--- src/rtl/mp_pkg.sv ---
// rtl/mp_pkg.sv - shared precision, alignment and result types for the multi-precision path
package mp_pkg;

    typedef enum logic [1:0] {
        PREC_Q1_2  = 2'd0,
        PREC_Q1_6  = 2'd1,
        PREC_Q1_14 = 2'd2
    } prec_e;

    localparam int SHIFT_Q1_2  = 12;
    localparam int SHIFT_Q1_6  = 8;
    localparam int SHIFT_Q1_14 = 0;

    // Fixed storage width so the struct can be shared; users keep the low OUT_W bits.
    localparam int RES_DATA_W = 32;

    typedef struct packed {
        logic [RES_DATA_W-1:0] data;
        prec_e                 prec;
        logic                  sat;
    } result_t;

endpackage

--- src/rtl/mp_dot_accumulator_if.sv ---
// rtl/mp_dot_accumulator_if.sv - result valid/ready stream of the dot-product accumulator
interface mp_dot_accumulator_if #(
    parameter int OUT_W = 18
);
    logic [OUT_W-1:0] out_data;
    logic [1:0]       out_prec;
    logic             out_sat;
    logic             out_valid;
    logic             out_ready;

    modport master (output out_data, out_prec, out_sat, out_valid, input out_ready);
    modport slave  (input out_data, out_prec, out_sat, out_valid, output out_ready);
endinterface

--- src/rtl/mp_result_fifo.sv ---
// rtl/mp_result_fifo.sv - synchronous FIFO of result structs with push/pop/count
module mp_result_fifo
    import mp_pkg::*;
#(
    parameter int DEPTH = 2,
    localparam int CNT_W = $clog2(DEPTH + 1),
    localparam int PTR_W = (DEPTH > 1) ? $clog2(DEPTH) : 1
) (
    input  logic             clk,
    input  logic             rst_n,
    input  logic             push,
    input  result_t          push_data,
    input  logic             pop,
    output result_t          head,
    output logic [CNT_W-1:0] count
);

    result_t          mem [DEPTH];
    logic [PTR_W-1:0] wr_ptr;
    logic [PTR_W-1:0] rd_ptr;
    logic             wr_en;
    logic             rd_en;

    function automatic logic [PTR_W-1:0] ptr_inc(input logic [PTR_W-1:0] p);
        return (p == PTR_W'(DEPTH - 1)) ? '0 : p + 1'b1;
    endfunction

    assign wr_en = push && (count != CNT_W'(DEPTH));
    assign rd_en = pop && (count != '0);
    assign head  = mem[rd_ptr];

    always_ff @(posedge clk or negedge rst_n) begin
        if (!rst_n) begin
            for (int i = 0; i < DEPTH; i++) mem[i] <= '0;
            wr_ptr <= '0;
            rd_ptr <= '0;
            count  <= '0;
        end else begin
            if (wr_en) begin
                mem[wr_ptr] <= push_data;
                wr_ptr      <= ptr_inc(wr_ptr);
            end
            if (rd_en) rd_ptr <= ptr_inc(rd_ptr);
            case ({wr_en, rd_en})
                2'b10:   count <= count + 1'b1;
                2'b01:   count <= count - 1'b1;
                default: count <= count;
            endcase
        end
    end

endmodule

--- src/rtl/mp_dot_accumulator.sv ---
// rtl/mp_dot_accumulator.sv - sums VEC_LEN aligned products of one precision into a saturated Q.14 result
module mp_dot_accumulator
    import mp_pkg::*;
#(
    parameter int VEC_LEN   = 8,
    parameter int OUT_W     = 18,
    parameter int OUT_DEPTH = 2
) (
    input  logic        clk,
    input  logic        rst_n,
    input  logic        start,
    input  logic [1:0]  start_prec,
    output logic        start_ready,
    input  logic [3:0]  q1_2_in,
    input  logic        q1_2_valid,
    input  logic [7:0]  q1_6_in,
    input  logic        q1_6_valid,
    input  logic [15:0] q1_14_in,
    input  logic        q1_14_valid,
    mp_dot_accumulator_if.master res,
    output logic        busy,
    output logic        stray_err,
    input  logic        err_clr
);

    localparam int ACC_W  = 16 + $clog2(VEC_LEN);
    localparam int CNT_W  = $clog2(VEC_LEN);
    localparam int CMP_W  = (ACC_W > OUT_W) ? ACC_W : OUT_W;
    localparam int FCNT_W = $clog2(OUT_DEPTH + 1);
    localparam logic [CMP_W-1:0] OUT_MAX = CMP_W'((64'd1 << OUT_W) - 64'd1);

    typedef enum logic {IDLE, ACCUM} state_e;

    state_e            state, state_next;
    prec_e             prec_q;
    logic [ACC_W-1:0]  acc, aligned, sum_next;
    logic [CMP_W-1:0]  sum_ext;
    logic [CNT_W-1:0]  cnt;
    logic [OUT_W-1:0]  res_data;
    logic              hit, start_ok, stray, push, sat;
    logic [FCNT_W-1:0] fifo_count;
    result_t           head, push_data;
    logic              unused_head_bits;

    assign start_ready = (state == IDLE) && (fifo_count < FCNT_W'(OUT_DEPTH));
    assign busy        = (state == ACCUM);

    always_comb begin
        state_next = state;
        hit        = 1'b0;
        start_ok   = 1'b0;
        stray      = 1'b0;
        push       = 1'b0;
        aligned    = '0;
        case (state)
            IDLE: begin
                start_ok = start && start_ready && (start_prec != 2'd3);
                stray    = (start && (start_prec == 2'd3)) || q1_2_valid || q1_6_valid || q1_14_valid;
                if (start_ok) state_next = ACCUM;
            end
            ACCUM: begin
                case (prec_q)
                    PREC_Q1_2: begin
                        hit     = q1_2_valid;
                        stray   = q1_6_valid || q1_14_valid;
                        aligned = ACC_W'(q1_2_in) << SHIFT_Q1_2;
                    end
                    PREC_Q1_6: begin
                        hit     = q1_6_valid;
                        stray   = q1_2_valid || q1_14_valid;
                        aligned = ACC_W'(q1_6_in) << SHIFT_Q1_6;
                    end
                    PREC_Q1_14: begin
                        hit     = q1_14_valid;
                        stray   = q1_2_valid || q1_6_valid;
                        aligned = ACC_W'(q1_14_in) << SHIFT_Q1_14;
                    end
                    default: stray = q1_2_valid || q1_6_valid || q1_14_valid;
                endcase
                if (hit && (cnt == CNT_W'(VEC_LEN - 1))) begin
                    push       = 1'b1;
                    state_next = IDLE;
                end
            end
            default: state_next = IDLE;
        endcase
    end

    // Saturation is decided on the final sum so the result lands in the FIFO on the completing edge.
    assign sum_next  = acc + aligned;
    assign sum_ext   = CMP_W'(sum_next);
    assign sat       = sum_ext > OUT_MAX;
    assign res_data  = sat ? {OUT_W{1'b1}} : OUT_W'(sum_ext);
    assign push_data = '{data: RES_DATA_W'(res_data), prec: prec_q, sat: sat};

    always_ff @(posedge clk or negedge rst_n) begin
        if (!rst_n) state <= IDLE;
        else        state <= state_next;
    end

    always_ff @(posedge clk or negedge rst_n) begin
        if (!rst_n) begin
            prec_q    <= PREC_Q1_2;
            acc       <= '0;
            cnt       <= '0;
            stray_err <= 1'b0;
        end else begin
            if (start_ok) begin
                prec_q <= prec_e'(start_prec);
                acc    <= '0;
                cnt    <= '0;
            end else if (hit) begin
                acc <= sum_next;
                cnt <= cnt + 1'b1;
            end
            if (stray)        stray_err <= 1'b1;
            else if (err_clr) stray_err <= 1'b0;
        end
    end

    mp_result_fifo #(.DEPTH(OUT_DEPTH)) u_fifo (
        .clk       (clk),
        .rst_n     (rst_n),
        .push      (push),
        .push_data (push_data),
        .pop       (res.out_valid && res.out_ready),
        .head      (head),
        .count     (fifo_count)
    );

    assign res.out_valid = (fifo_count != '0);
    assign res.out_data  = head.data[OUT_W-1:0];
    assign res.out_prec  = head.prec;
    assign res.out_sat   = head.sat;

    assign unused_head_bits = ^head.data[RES_DATA_W-1:OUT_W];

endmodule

--- src/flat_wrapper.sv ---
// flat-port wrapper written by rule: the top's interface ports become plain ports
module mp_dot_accumulator_flat import mp_pkg::*;
#(
    parameter int VEC_LEN   = 8,
    parameter int OUT_W     = 18,
    parameter int OUT_DEPTH = 2
)
  (clk, rst_n, start, start_prec, start_ready, q1_2_in, q1_2_valid, q1_6_in, q1_6_valid, q1_14_in, q1_14_valid, busy, stray_err, err_clr, res_out_data, res_out_prec, res_out_sat, res_out_valid, res_out_ready);
  mp_dot_accumulator_if #(.OUT_W(OUT_W)) res_i ();
  input  logic clk;
  input  logic rst_n;
  input  logic start;
  input  logic [1:0] start_prec;
  output logic start_ready;
  input  logic [3:0] q1_2_in;
  input  logic q1_2_valid;
  input  logic [7:0] q1_6_in;
  input  logic q1_6_valid;
  input  logic [15:0] q1_14_in;
  input  logic q1_14_valid;
  output logic busy;
  output logic stray_err;
  input  logic err_clr;
  output wire logic [$bits(res_i.out_data)-1:0] res_out_data;
  output wire logic [$bits(res_i.out_prec)-1:0] res_out_prec;
  output wire logic [$bits(res_i.out_sat)-1:0] res_out_sat;
  output wire logic [$bits(res_i.out_valid)-1:0] res_out_valid;
  input wire logic [$bits(res_i.out_ready)-1:0] res_out_ready;
  assign res_out_data = res_i.out_data;
  assign res_out_prec = res_i.out_prec;
  assign res_out_sat = res_i.out_sat;
  assign res_out_valid = res_i.out_valid;
  assign res_i.out_ready = res_out_ready;
  mp_dot_accumulator #(.VEC_LEN(VEC_LEN), .OUT_W(OUT_W), .OUT_DEPTH(OUT_DEPTH)) u_core (.clk(clk), .rst_n(rst_n), .start(start), .start_prec(start_prec), .start_ready(start_ready), .q1_2_in(q1_2_in), .q1_2_valid(q1_2_valid), .q1_6_in(q1_6_in), .q1_6_valid(q1_6_valid), .q1_14_in(q1_14_in), .q1_14_valid(q1_14_valid), .res(res_i), .busy(busy), .stray_err(stray_err), .err_clr(err_clr));
endmodule
--- config.mk ---
export PLATFORM = sky130hd
export DESIGN_NAME = mp_dot_accumulator_flat
export DESIGN_NICKNAME = d
export VERILOG_FILES = /design/src/rtl/mp_pkg.sv /design/src/rtl/mp_dot_accumulator_if.sv /design/src/rtl/mp_result_fifo.sv /design/src/rtl/mp_dot_accumulator.sv /design/src/flat_wrapper.sv
export SDC_FILE = /design/constraint.sdc
export NUM_CORES = 1
export LEC_CHECK = 0
export BUFFER_PORTS_ARGS = -buffer_cell sky130_fd_sc_hd__buf_2
export CORE_ASPECT_RATIO = 1.1
export CORE_UTILIZATION = 62
export DETAILED_ROUTE_END_ITERATION = 7
export PLACE_DENSITY = 0.85
export SYNTH_ARGS = -nofsm -noshare
export SYNTH_HDL_FRONTEND = slang
export SYNTH_SLANG_ARGS = --single-unit
--- constraint.sdc ---
create_clock -name clk -period 5.6 [get_ports clk]
set_clock_uncertainty 0.15 [all_clocks]
set_input_delay 0.56 -clock clk [delete_from_list [all_inputs] [get_ports clk]]
set_output_delay 0.56 -clock clk [all_outputs]
set_load 0.01 [all_outputs]
==> run_results.csv, run 1 <==
group,metric,value,unit
synth,ys_seq_elements,72,
synth,yosysSeqAreaShare,41.3,%
timing,min_period,4360,ps
critical_path,crit_path_top_delay_cell,"nor2b_1",
drt,vias,3704,
layout,areaGrowthSynthToFinish,10.6,%
timing,hold_violations,0,
clocking,h-tree-depth,3,
clocking,cts_resized,0,
power,p_total,2580,µW
synth,netlist_area,4370,µm²
global_routing,antenna_found_initial,0,
synth,synth_warnings,0,
critical_path,worstSetupPathType,"reg -> reg",
critical_path,critPathTopFamily,"simple AND/OR/NAND/NOR gates",
clocking,cts_sinks,72,
critical_path,critPathRequiredTime,5620,ps
power,powerDensity,535,nW/µm²
floorplanning,core-area,6710,µm²
status,status,"finished, final reports clean",
power,leakage,0.00230,µW
critical_path,cp_num_cells,11,
place,gp_congestion,0.982,
timing,slew_viol_final,0,
layout,diodes,0,
clocking,clk_pin_slew_worst_paths,80,ps
global_routing,grt_pass1_wl,16600,µm
timing,tightest_slew,1250,ps
floorplanning,dieArea,7380,µm²
global_routing,grt-ovfl-total,0,
flow_run,drv_cap,0,
critical_path,start_kind,"flip-flop",
clocking,cts_root_buffer,"clkbuf_8",
synth,synth_edf_count,0,
timing,fmax,0.229,GHz
floorplanning,ioPinCount,63,
layout,fin_cells,594,
synth,avgSynthCellArea,9.43,µm²
clocking,clk_latency,350,ps
critical_path,timing.critical_path.slowest_cell_delay,960,ps
critical_path,path_buf_inv,0,
timing,maxSlewHeadroom,16.3,%
critical_path,crit_path_end_kind,"flip-flop",
synth,synthCells,463,
clocking,cts_tree,"built",
layout,drive_gt1_share,23.8,%
synth,yosysUniqueCellTypes,51,
hold_path,hp-class,"in -> async",
floorplanning,die_w,82.0,µm
drt,routedWlPerCell,16.9,µm
floorplanning,initial_core_util,65.1,%
synth,syn_nets,521,
global_routing,grt_max_degree,73,
layout,layout_common_cells,"dfrtp_1 (72), buf_2 (62), nor2_1 (54)",
clocking,clockBufferDepth,2,
clocking,post_cts_buffers,0,
layout,final_common_cell,"dfrtp_1",
global_routing,first_global_vias,3612,
floorplanning,fp.dieH,90.0,µm
critical_path,critPathMaxFanout,39,
critical_path,reg2reg_setup_slack,1240,ps
layout,fin_nets,565,
critical_path,ff2ff_path_depth,11,
critical_path,path_cells,"nor2b_1 > nand2_1 > o21ai_0 > and2_1 > ha_1 > a21o_1 > a31oi_1 > a21o_1 > nand3_2 > xnor2_4 > a31oi_1",
timing,period_share,77.8,%
place,dp.cells,578,
drt,wirelength,10000,µm
power,ir_drop,0.403,mV
clocking,ctsHoldBuffers,0,
drt,drtPass1Iterations,5,
place,dp_hpwl,7070,µm
drt,post-route-drc-count,0,
synth,async_flop_share,100,%
timing,rsz0062_at_grt,"no",
drt,drt_iter0_drc,226,
critical_path,crit_arrival,4380,ps
global_routing,grt_use_total,29.3,%
synth,yosys_most_used_dff,"dfrtp_1",
drt,final_antenna_net_count,0,
place,port_buffers,62,
floorplanning,core.rowCount,31,
timing,final-setup-viol-count,0,
drt,routed_via_density,6.24,
clocking,cts_made_buffers,9,
timing,tns,0,ps
flip-flops by register name (all words and copies together), names as in the netlist:
name                  count
u_core.u_fifo.mem        42
u_core.u_fifo.count       2
u_core.u_fifo.rd_ptr      1
u_core.prec_q             2
u_core.stray_err          1
u_core.cnt                3
u_core.u_fifo.wr_ptr      1
u_core.acc               19
u_core.busy               1
Yosys cell counts, drive strengths merged (7+ instances only):
cell    count  share of area, %
buf        23               3.4
xor2        8               1.6
o21ai      36               4.1
ha         19               5.4
nor2       56               4.9
a21oi      17               2.1
inv        11              0.95
clkbuf      9              0.77
dfrtp      72                41
nor2b       7               1.0
mux2i       8               2.1
and3       11               1.6
a21o        7               1.2
mux2       23               5.9
nand3      29               3.4
a31oi      35               6.0
nand2      28               2.4
xnor2      12               2.6
area by class of cell:
type	instances	area, µm²
inverter	11	41.3
multi-input combinational	348	2350
fill	514	1880
clock inverter	6	70.1
tap	82	103
clock buffer	10	128
sequential	72	1800
timing repair buffer	65	333
routing by layer:
metal | up-vias | GRT usage (%) | part of all wire (%)
met5 | - | 0 | 0
met4 | 0 | 13.7 | 2.8
met3 | 28 | 4.67 | 5.2
met2 | 156 | 46.3 | 48
met1 | 1762 | 38.7 | 44
li1 | 1758 | - | -
worst paths after layout:
kind,start,endpoint
worst max-delay path,u_core.prec_q[1]$_DFFE_PN0P_,u_core.u_fifo.mem[55]$_DFFE_PN0P_
worst min-delay path,rst_n,u_core.cnt[0]$_DFFE_PN0P_
worst max register to register,u_core.prec_q[1]$_DFFE_PN0P_,u_core.u_fifo.mem[55]$_DFFE_PN0P_
worst min register to register,u_core.u_fifo.mem[35]$_DFFE_PN0P_,u_core.u_fifo.mem[35]$_DFFE_PN0P_
max in group asynchronous,rst_n,u_core.u_fifo.mem[45]$_DFFE_PN0P_
min in group clk,q1_6_valid,u_core.stray_err$_DFFE_PN0P_
power by group:
part	switching, µW	internal [µW]	total (µW)	leakage (µW)
Combinational	786	525	1310	0.00127
Clock	211	207	418	0.0000887
Sequential	174	680	854	0.000942
Total	1170	1410	2580	0.00230
cells by family (layout without fill, tap and decap cells):
logic type	count (synthesis)	in the layout	share of synthesized area, %
AND/OR/NAND/NOR	155	155	17.1
AO/OA/AOI/OAI	122	122	18.3
flip-flops	72	72	41.3
buffers and inverters	43	92	5.10
multiplexers	31	31	8.05
adder cells (fa/ha/maj)	20	20	5.90
XOR/XNOR	20	20	4.18
per-stage QoR:
| step | hold WS, ps | worst slack (ps) | cell area [µm²] | utilization (%) |
|---|---|---|---|---|
| CTS | 292 | 1240 | 4830 | 72.0 |
| global placement | 307 | 1350 | 4630 | 69.0 |
| detailed placement | 309 | 1240 | 4630 | 69.0 |
| global route | 339 | 849 | 4830 | 72.0 |
| finish | 247 | 1240 | 4830 | 72.0 |
| floorplan | 114 | 2610 | 4370 | - |
Note: power is estimated with default switching activity, not from simulation.
==> run 2: changes to the inputs <==
- CORE_UTILIZATION: 62 -> 58
- PLACE_DENSITY: 0.85 -> 0.81
- clock period: 5.6 -> 4.5 ns (I/O delays scaled with it)
==> run 2 against run 1 <==
Hold slack lost 180 ps. Sequential power is 25% higher. Worst setup slack worse by 770 ps. Count of clock-buffer cells in the layout is 1 higher. Cell area up 1.4%. Non-clock buffer count increased by 2. Core utilization down 3.7 points. Power grew 29%. Critical path type unchanged.
==> run_results.csv, run 2 (synthesis results as in run 1) <==
group,metric,value,unit
status,status,"finished, final reports clean",
drt,vias,3628,
timing,maxSlewHeadroom,22.8,%
global_routing,grt_max_degree,42,
clocking,ctsHoldBuffers,0,
drt,routedWlPerCell,16.6,µm
place,port_buffers,62,
power,p_total,3330,µW
timing,rsz0062_at_grt,"no",
global_routing,antenna_found_initial,0,
layout,drive_gt1_share,24.1,%
global_routing,first_global_vias,3564,
clocking,cts_tree,"built",
timing,slew_viol_final,0,
critical_path,startpoint,"u_core.prec_q[0]$_DFFE_PN0P_",
critical_path,ff2ff_path_depth,12,
power,powerDensity,681,nW/µm²
clocking,post_cts_buffers,0,
floorplanning,fp.dieH,93.0,µm
global_routing,grt-ovfl-total,0,
floorplanning,die_w,84.7,µm
timing,final-setup-viol-count,0,
layout,largest_register,"u_core.u_fifo.mem",
layout,largest_register_ffs,42,
floorplanning,dieArea,7880,µm²
timing,period_share,89.5,%
critical_path,start_kind,"flip-flop",
clocking,clk_latency,350,ps
global_routing,grt_pass1_wl,16500,µm
floorplanning,initial_core_util,60.9,%
clocking,clockBufferDepth,2,
hold_path,hp-class,"in -> async",
critical_path,critPathRequiredTime,4510,ps
layout,multiInputGateArea,2350,µm²
place,dp_hpwl,6990,µm
timing,tns,0,ps
clocking,cts_sinks,72,
clocking,clk_pin_slew_worst_paths,80,ps
critical_path,crit_arrival,4040,ps
timing,hold_violations,0,
critical_path,worstSetupPathType,"reg -> reg",
timing,fin_ws,471,ps
floorplanning,core-area,7170,µm²
timing,min_period,4030,ps
layout,final_common_cell,"dfrtp_1",
critical_path,critPathMaxFanout,39,
global_routing,grt_use_total,26.8,%
layout,final-seq-area,1800,µm²
floorplanning,ioPinCount,63,
place,dp_worst_setup_slack,509,ps
clocking,cts_root_buffer,"clkbuf_8",
layout,fin_nets,567,
critical_path,crit_path_end_kind,"flip-flop",
clocking,cts_resized,0,
timing,whs,69.9,ps
power,leakage,0.00235,µW
layout,fill_cells,571,
layout,reg.largest.list,"u_core.u_fifo.mem (42), u_core.acc (19), u_core.cnt (3)",
drt,routed_via_density,6.06,
layout,areaGrowthSynthToFinish,12.1,%
layout,diodes,0,
place,gp_congestion,0.890,
layout,layout_common_cells,"dfrtp_1 (72), buf_2 (62), nor2_1 (54)",
drt,post-route-drc-count,0,
floorplanning,core.rowCount,32,
drt,drtPass1Iterations,7,
drt,wirelength,9970,µm
flow_run,drv_cap,0,
power,ir_drop,0.389,mV
clocking,cts_made_buffers,9,
timing,fmax,0.248,GHz
drt,drt_iter0_drc,192,
critical_path,crit-reg2reg-launch,"u_core.prec_q[0]$_DFFE_PN0P_",
clocking,h-tree-depth,3,
timing,tightest_slew,1160,ps
drt,final_antenna_net_count,0,
-- run 2: cell types whose count changed in the layout (fill, tap and decap cells not counted) --
cell and delta:
clkbuf_8 +1, buf_4 +2, clkinv_4 -1, clkinvlp_4 -3, bufinv_16 +2, clkinv_2 +1
-- run 2: worst paths after layout --
check | to | slack (ps)
min reg2reg | u_core.u_fifo.mem[36]$_DFFE_PN0P_ | 330
min | u_core.u_fifo.mem[41]$_DFFE_PN0P_ | 70
max in group asynchronous | u_core.acc[17]$_DFFE_PN0P_ | 3160
min in group clk | u_core.stray_err$_DFFE_PN0P_ | 230
max reg2reg | u_core.u_fifo.mem[55]$_DFFE_PN0P_ | 470
max | u_core.u_fifo.mem[55]$_DFFE_PN0P_ | 470
-- run 2: through the flow --
| step | util, % | instances | cell area [µm²] |
|---|---|---|---|
| final | 68.3 | 599 | 4890 |
| after global routing | 68.3 | 599 | 4890 |
| after CTS | 68.3 | 599 | 4890 |
| after detailed placement | 64.9 | 583 | 4650 |
| after global placement | 64.9 | 583 | 4650 |
| after floorplan | - | 463 | 4370 |
-- run 2: worst max-delay path, cell delays in order, from the launching register on --
cell	delay [ps]
dfrtp_1	550
nor2b_1	450
buf_4	270
nand2_1	70
o21ai_0	70
and2_1	140
ha_1	340
a21o_1	210
a31oi_1	190
a21o_1	150
nand3_2	100
xnor2_4	910
a31oi_1	230
-- run 2: layout make-up --
class / instances / share of cell area [%]
tap: 85 / 2.17
multi-input combinational: 348 / 48.1
clock buffer: 11 / 2.89
inverter: 11 / 0.844
clock inverter: 5 / 2.12
timing repair buffer: 67 / 7.11
sequential: 72 / 36.8
-- run 2: where the power goes --
part | switching, µW | internal (µW)
registers | 221 | 846
clock network | 247 | 384
logic | 975 | 662
-- run 2: routing by layer --
layer	vias up	track usage [%]	part of all wire, %
li1	1754	-	-
met1	1718	34.0	45
met2	139	45.9	47
met3	17	5.21	5.8
met4	0	9.32	1.7
met5	-	0	0
